--- src/rtl/dino_game_core.sv ---
// Game-logic core of the dinosaur runner: input debouncing, start/stop and
// jump control, accelerating ground scroll and the per-pixel ground flag.
module dino_game_core #(
    parameter int DEBOUNCE_BITS = 4,
    parameter int JUMP_DIV      = 500000,
    parameter int GROUND_DIV    = 250000,
    parameter int MAX_HEIGHT    = 48,
    parameter int SPEEDUP_STEPS = 256
) (
    input  logic        CLK,
    input  logic        clrn,
    input  logic [15:0] SW,
    input  logic        BTN_JUMP,
    input  logic        hit,
    input  logic [8:0]  row_addr,
    input  logic [9:0]  col_addr,
    output logic [15:0] SW_OK,
    output logic [5:0]  dinosaur_height,
    output logic        game_status,
    output logic [3:0]  speed,
    output logic [9:0]  ground_position,
    output logic        px_ground
);

    localparam int CHANNELS = 17;
    localparam int SC_W     = $clog2(SPEEDUP_STEPS + 1);

    typedef enum logic [1:0] {
        IDLE = 2'd0,
        RISE = 2'd1,
        FALL = 2'd2
    } jump_state_t;

    // Debounce: switches in the low 16 channels, jump button on top.
    logic [CHANNELS-1:0]      raw_in;
    logic [CHANNELS-1:0]      deb_out;
    logic [DEBOUNCE_BITS-1:0] deb_cnt [CHANNELS];

    assign raw_in = {BTN_JUMP, SW};
    assign SW_OK  = deb_out[15:0];

    logic btn_ok;
    logic btn_d;
    logic press;

    assign btn_ok = deb_out[16];
    assign press  = btn_ok & ~btn_d;

    // Per-channel debounce: accept a new level only after it has differed
    // from the output for 2^DEBOUNCE_BITS consecutive cycles.
    always_ff @(posedge CLK or negedge clrn) begin
        if (!clrn) begin
            deb_out <= '0;
            // NOTE: the counter array is plain flops, not a RAM, so every entry is cleared by the async reset.
            for (int i = 0; i < CHANNELS; i++) begin
                deb_cnt[i] <= '0;
            end
        end else begin
            for (int i = 0; i < CHANNELS; i++) begin
                if (raw_in[i] == deb_out[i]) begin
                    deb_cnt[i] <= '0;
                end else if (deb_cnt[i] == '1) begin
                    deb_out[i] <= raw_in[i];
                    deb_cnt[i] <= '0;
                end else begin
                    deb_cnt[i] <= deb_cnt[i] + 1'b1;
                end
            end
        end
    end

    // Delayed copy of the debounced button for rising-edge detection.
    always_ff @(posedge CLK or negedge clrn) begin
        if (!clrn) begin
            btn_d <= 1'b0;
        end else begin
            // NOTE: non-blocking so every register samples pre-edge values regardless of statement order.
            btn_d <= btn_ok;
        end
    end

    // Free-running prescalers producing single-cycle physics/scroll ticks.
    logic [31:0] jump_cnt;
    logic [31:0] ground_cnt;
    logic        jump_tick;
    logic        ground_tick;

    assign jump_tick   = (jump_cnt == 32'(JUMP_DIV - 1));
    assign ground_tick = (ground_cnt == 32'(GROUND_DIV - 1));

    // Prescaler counters wrap at DIV-1.
    always_ff @(posedge CLK or negedge clrn) begin
        if (!clrn) begin
            jump_cnt   <= '0;
            ground_cnt <= '0;
        end else begin
            jump_cnt   <= jump_tick   ? '0 : jump_cnt + 32'd1;
            ground_cnt <= ground_tick ? '0 : ground_cnt + 32'd1;
        end
    end

    // Game state and its next-state values.
    jump_state_t state, state_next;
    logic [5:0]  height_next;
    logic        status_next;
    logic [3:0]  speed_next;
    logic [9:0]  pos_next;
    logic [SC_W-1:0] sc_cnt, sc_next;
    logic [10:0] pos_sum;

    // Game state register.
    always_ff @(posedge CLK or negedge clrn) begin
        if (!clrn) begin
            state           <= IDLE;
            dinosaur_height <= '0;
            game_status     <= 1'b0;
            speed           <= '0;
            ground_position <= '0;
            sc_cnt          <= '0;
        end else begin
            state           <= state_next;
            dinosaur_height <= height_next;
            game_status     <= status_next;
            speed           <= speed_next;
            ground_position <= pos_next;
            sc_cnt          <= sc_next;
        end
    end

    // Start/stop control, jump FSM and ground scroll; motion only while running.
    always_comb begin
        // NOTE: every output of this block gets a default first, so no path can infer a latch.
        state_next  = state;
        height_next = dinosaur_height;
        status_next = game_status;
        speed_next  = speed;
        pos_next    = ground_position;
        sc_next     = sc_cnt;

        pos_sum = {1'b0, ground_position} + {7'd0, speed};
        if (pos_sum >= 11'd640) begin
            pos_sum = pos_sum - 11'd640;
        end

        if (game_status) begin
            if (hit) begin
                status_next = 1'b0;
            end else begin
                unique case (state)
                    IDLE: begin
                        if (press) begin
                            state_next = RISE;
                        end
                    end
                    RISE: begin
                        if (jump_tick) begin
                            height_next = dinosaur_height + 6'd1;
                            if (height_next == 6'(MAX_HEIGHT)) begin
                                state_next = FALL;
                            end
                        end
                    end
                    FALL: begin
                        if (jump_tick) begin
                            height_next = dinosaur_height - 6'd1;
                            if (height_next == 6'd0) begin
                                state_next = IDLE;
                            end
                        end
                    end
                    default: state_next = IDLE;
                endcase

                if (ground_tick) begin
                    pos_next = pos_sum[9:0];
                    if (sc_cnt == SC_W'(SPEEDUP_STEPS - 1)) begin
                        sc_next = '0;
                        if (speed != 4'd15) begin
                            speed_next = speed + 4'd1;
                        end
                    end else begin
                        sc_next = sc_cnt + 1'b1;
                    end
                end
            end
        end else if (press && !hit) begin
            status_next = 1'b1;
            speed_next  = 4'd1;
            height_next = 6'd0;
            state_next  = IDLE;
            sc_next     = '0;
        end
    end

    // Ground line at row 400 plus dashed texture on rows 404-405 that scrolls.
    logic [10:0] px_x;

    always_comb begin
        px_x = {1'b0, col_addr} + {1'b0, ground_position};
        if (px_x >= 11'd640) begin
            px_x = px_x - 11'd640;
        end
        px_ground = 1'b0;
        if (row_addr < 9'd480 && col_addr < 10'd640) begin
            if (row_addr == 9'd400) begin
                px_ground = 1'b1;
            end else if ((row_addr == 9'd404 || row_addr == 9'd405) && px_x[4:3] == 2'b00) begin
                px_ground = 1'b1;
            end
        end
    end

endmodule

--- config.mk ---
export PLATFORM = sky130hd
export DESIGN_NAME = dino_game_core
export DESIGN_NICKNAME = d
export VERILOG_FILES = /design/src/rtl/dino_game_core.sv
export SDC_FILE = /design/constraint.sdc
export NUM_CORES = 1
export LEC_CHECK = 0
export CORE_ASPECT_RATIO = 0.8
export CORE_UTILIZATION = 53
export CTS_CLUSTER_SIZE = 8
export DETAILED_ROUTE_END_ITERATION = 6
export PLACE_DENSITY_LB_ADDON = 0.08
export RECOVER_POWER = 25
export SYNTH_ARGS = -nofsm -noshare
export SYNTH_HDL_FRONTEND = slang
export SYNTH_SLANG_ARGS = --single-unit
--- constraint.sdc ---
create_clock -name CLK -period 2.6 [get_ports CLK]
set_input_delay 0.78 -clock CLK [delete_from_list [all_inputs] [get_ports CLK]]
set_output_delay 0.78 -clock CLK [all_outputs]
set_load 0.01 [all_outputs]
==> metrics.md <==
| Metric | Value |
|---|---|
| Status | `finished with violations` |
| Violations in the final reports | `setup timing` |
| Crit-path max FO | `2` |
| Worst path cell trace | `clkdlybuf4s50_1, ha_4, nor3_2, a21oi_2, a21oi_2, buf_2` |
| Setup WS post-layout | `-0.175 ns` |
| Max VDD drop | `just over 0.4 mV` |
| TritonCTS buffer count | `17` |
| Die width | `between 100 and 150 um` |
| Hold endpoint | `btn_d` |
| Vias in the first global route | `around 6700` |
| Delay-heaviest family, CP | `buffers and inverters` |
| Sequential element share of the synthesized area | `50.4%` |
| Final setup violation count | `3` |
| Reg-to-Reg Start | `ground_position[1]` |
| Area leader, netlist | `dfrtp_1` |
| Die ar. | `17600 um^2` |
| CP endpoint kind | `primary output` |
| Met2 GRT Util | `35.5%` |
| Clk buf depth | `2` |
| Nets | `1022` |
| Drt initial violations | `434` |
| Hold_buf cts | `0` |
| Period utilization | `107%` |
| DRT Pass-1 Iters | `5` |
| Sw Share | `26.5%` |
| Final period demand of the worst path | `approximately 2.8 ns` |
| Worst rel slew slack | `23.7%` |
| Most Crowded Layer GR | `met2` |
| # port buffers | `74` |
| Post-synth cell types | `63` |
| F_max | `360 MHz` |
| Worst Max-Slew Pin Slew | `about 1.1 ns` |
| Hold Path Class | `reg -> reg` |
| Cell row count | `42` |
| Clk sinks | `roughly 180` |
| Core area | `16600 um^2` |
| Crit path top cell by count | `a21oi_2` |
| Reg power frac | `49.1%` |
| Starting Density | `54.4%` |
| FFs w/ async S/R, synth | `100%` |
| IO Count | `77` |
| Fin cells | `roughly 1200` |
| WHS Path Cells | `0` |
| Max-cap violations | `0` |
| Clock slew at reported path FFs | `0.07 ns` |
| Grt ovf | `0` |
| Int Power | `between 0.004 and 0.005 W` |
| Fraction of layout cells with a size suffix above 1 | `12.7%` |
| CTS tree | `done` |
| Avg Vias per Cell | `5.56` |
| PD cells | `611 nW/um^2` |
| Cell depth of the worst flop-to-flop path | `13` |
| Final WL | `roughly 17 mm` |
| Syn nets | `~930` |
| Critical path class | `in -> out` |
| # DRC | `0` |
| Post-synth top flop | `dfrtp_1` |
| Final Max Tran Viols | `0` |
| Seq cells post-synth | `182` |
| Detail-routed net length per standard cell | `14.7 um` |
| Clock latency on the worst-skew pair | `0.43 ns` |
| Logic pwr share | `13.1%` |
| Number of synthesized flops with an enable pin | `0` |
| GPL Wtd Cong | `between 0.8 and 0.9` |
| Leakage | `4.63 nW` |
| Largest net degree at the start of global routing | `54` |
| Top cells by area, synth | `dfrtp_1 (50%), xnor2_1 (7.7%), ha_1 (4.4%)` |
| Synth Area per Inst | `10.5 um^2` |
| Buf/Inv on CP | `2` |
| Max H-tree Level | `4` |
| Antenna violations before repair | `0` |
| Met1 usage | `between 20% and 30%` |
| Min-Delay Startpoint | `deb_out[16]` |
| Arrival time at the worst endpoint | `1.99 ns` |
| Crit-path max cell delay | `0.50 ns` |
| HPWL after DPL | `12.3 mm` |
| Setup slack, reg-to-reg | `-0.08 ns` |
| Slowest-stage cell, CP | `clkdlybuf4s50_1` |
| Placed insts | `1149` |
| Die Height | `about 120 um` |
| Area share of the largest cell type after synthesis | `50.4%` |
| Setup crit start kind | `primary input` |
| Synthesized cell area | `between 9000 and 10000 um^2` |
| Final worst clock skew | `0.0143 ns` |
| Via count | `6573` |
| Total GRT Usage | `21.5%` |
| CTS root buffer | `clkbuf_16` |
| Post-DRT Antenna Nets | `0` |
| Switching power | `0.00175 W` |
| Antenna diode instance count | `0` |
| Hold Vio Cnt, Final | `0` |
| Area delta synth->final | `19.8%` |
| Final hold slack | `~0.44 ns` |
| RSZ-0062 raised after global routing | `true` |
| Syn. warnings | `0` |
| Synth Instances | `between 800 and 900` |
| First-pass GRT wire length | `approximately 30 mm` |
| R2r endpoint | `ground_position[8]` |
| Clock power share | `37.8%` |
| CP required | `1.82 ns` |
| GR Util met3 | `4.29%` |
-- synthesized netlist by cell type, drive strengths merged, types with 12 or more instances --
library cell  count
a21oi            46
and3             18
buf              24
clkbuf           12
dfrtp           182
ha               32
inv              26
mux2             22
nand2            48
nand3            57
nand4            19
nand4b           18
nor2             60
nor2b            21
nor3             12
nor3b            18
nor4             15
o21ai            37
xnor2            80
xor2             31
-- placed cells by master (no fill, tap or decap), types with 23 or more instances in the layout --
master and count:
nor2_1 60, clkdlybuf4s50_1 69, inv_1 25, ha_1 27, dfrtp_1 180, a21oi_1 41
nand2_1 47, nand3_1 56, buf_4 33, xnor2_1 78, o21ai_0 23, xor2_1 30
-- kinds of logic (layout without fill, tap and decap cells) --
family,Yosys count,in the layout,share of synthesized area [%]
compound gates,107,107,6.80
flops,182,182,50.4
xor+xnor,111,111,10.8
simple gates,336,336,20.9
fa+ha+maj,33,33,4.65
mux,25,25,3.07
buf+inv,63,169,3.45
-- power groups by stage --
stage	Sequential [W]	Combinational (W)	Clock, W
floorplan	0.00325	0.000526	0
global placement	0.00328	0.000823	0
detailed placement	0.00330	0.000875	0
CTS	0.00325	0.000885	0.00258
global route	0.00329	0.000974	0.00269
finish	0.00325	0.000864	0.00250
-- through the flow --
step | utilization (%) | worst slack [ns] | instance area [um^2] | setup TNS (ns) | total power [W]
3_3_place_gp | 61.5 | -0.946 | 10200 | -1.01 | 0.00410
4_1_cts | 65.2 | -0.162 | 10800 | -0.334 | 0.00672
6_report | 65.2 | -0.175 | 10800 | -0.276 | 0.00662
2_1_floorplan | - | -0.0553 | 9110 | -0.0553 | 0.00378
5_1_grt | 65.2 | -0.269 | 10800 | -0.623 | 0.00695
3_5_place_dp | 61.5 | -0.952 | 10200 | -1.10 | 0.00418
-- how the worst max path moves through the flow --
stage,startpoint,to,slack (ns),cells after the start
2_1_floorplan,speed[0],ground_position[8],-0.06,12
3_3_place_gp,col_addr[1],px_ground,-0.95,8
3_5_place_dp,col_addr[1],px_ground,-0.95,8
4_1_cts,ground_position[1],px_ground,-0.16,7
5_1_grt,ground_position[1],px_ground,-0.27,7
6_report,col_addr[3],px_ground,-0.17,6
-- metal layers --
layer | share of wire, % | wire (um) | up-vias
li1 | - | - | 3214
met1 | 47 | 8150 | 3237
met2 | 49 | 8500 | 109
met3 | 3.2 | 554 | 13
met4 | 1.0 | 180 | 0
met5 | 0 | 0 | -
-- sequential cells by signal, indices dropped and copies added, names as in the netlist --
name and cells:
ground_position 10, speed 4, sc_cnt 9, game_status 1
deb_out 17, jump_cnt 32, state 2, deb_cnt 68
btn_d 1, ground_cnt 32, dinosaur_height 6
-- cell type report --
| class | instances | area, um^2 |
|---|---|---|
| tap | 220 | 275 |
| sequential | 182 | 4560 |
| fill | 1309 | 5770 |
| multi-input combinational | 612 | 4320 |
| clock inverter | 12 | 118 |
| timing repair buffer | 110 | 1000 |
| clock buffer | 20 | 457 |
| inverter | 27 | 101 |
-- timing repair --
action,in CTS,in global routing
setup endpoints to repair,3,4
gates resized for setup,16,7
pin swaps,10,2
buffers inserted,2,0
Note: power is estimated with default switching activity, not from simulation.
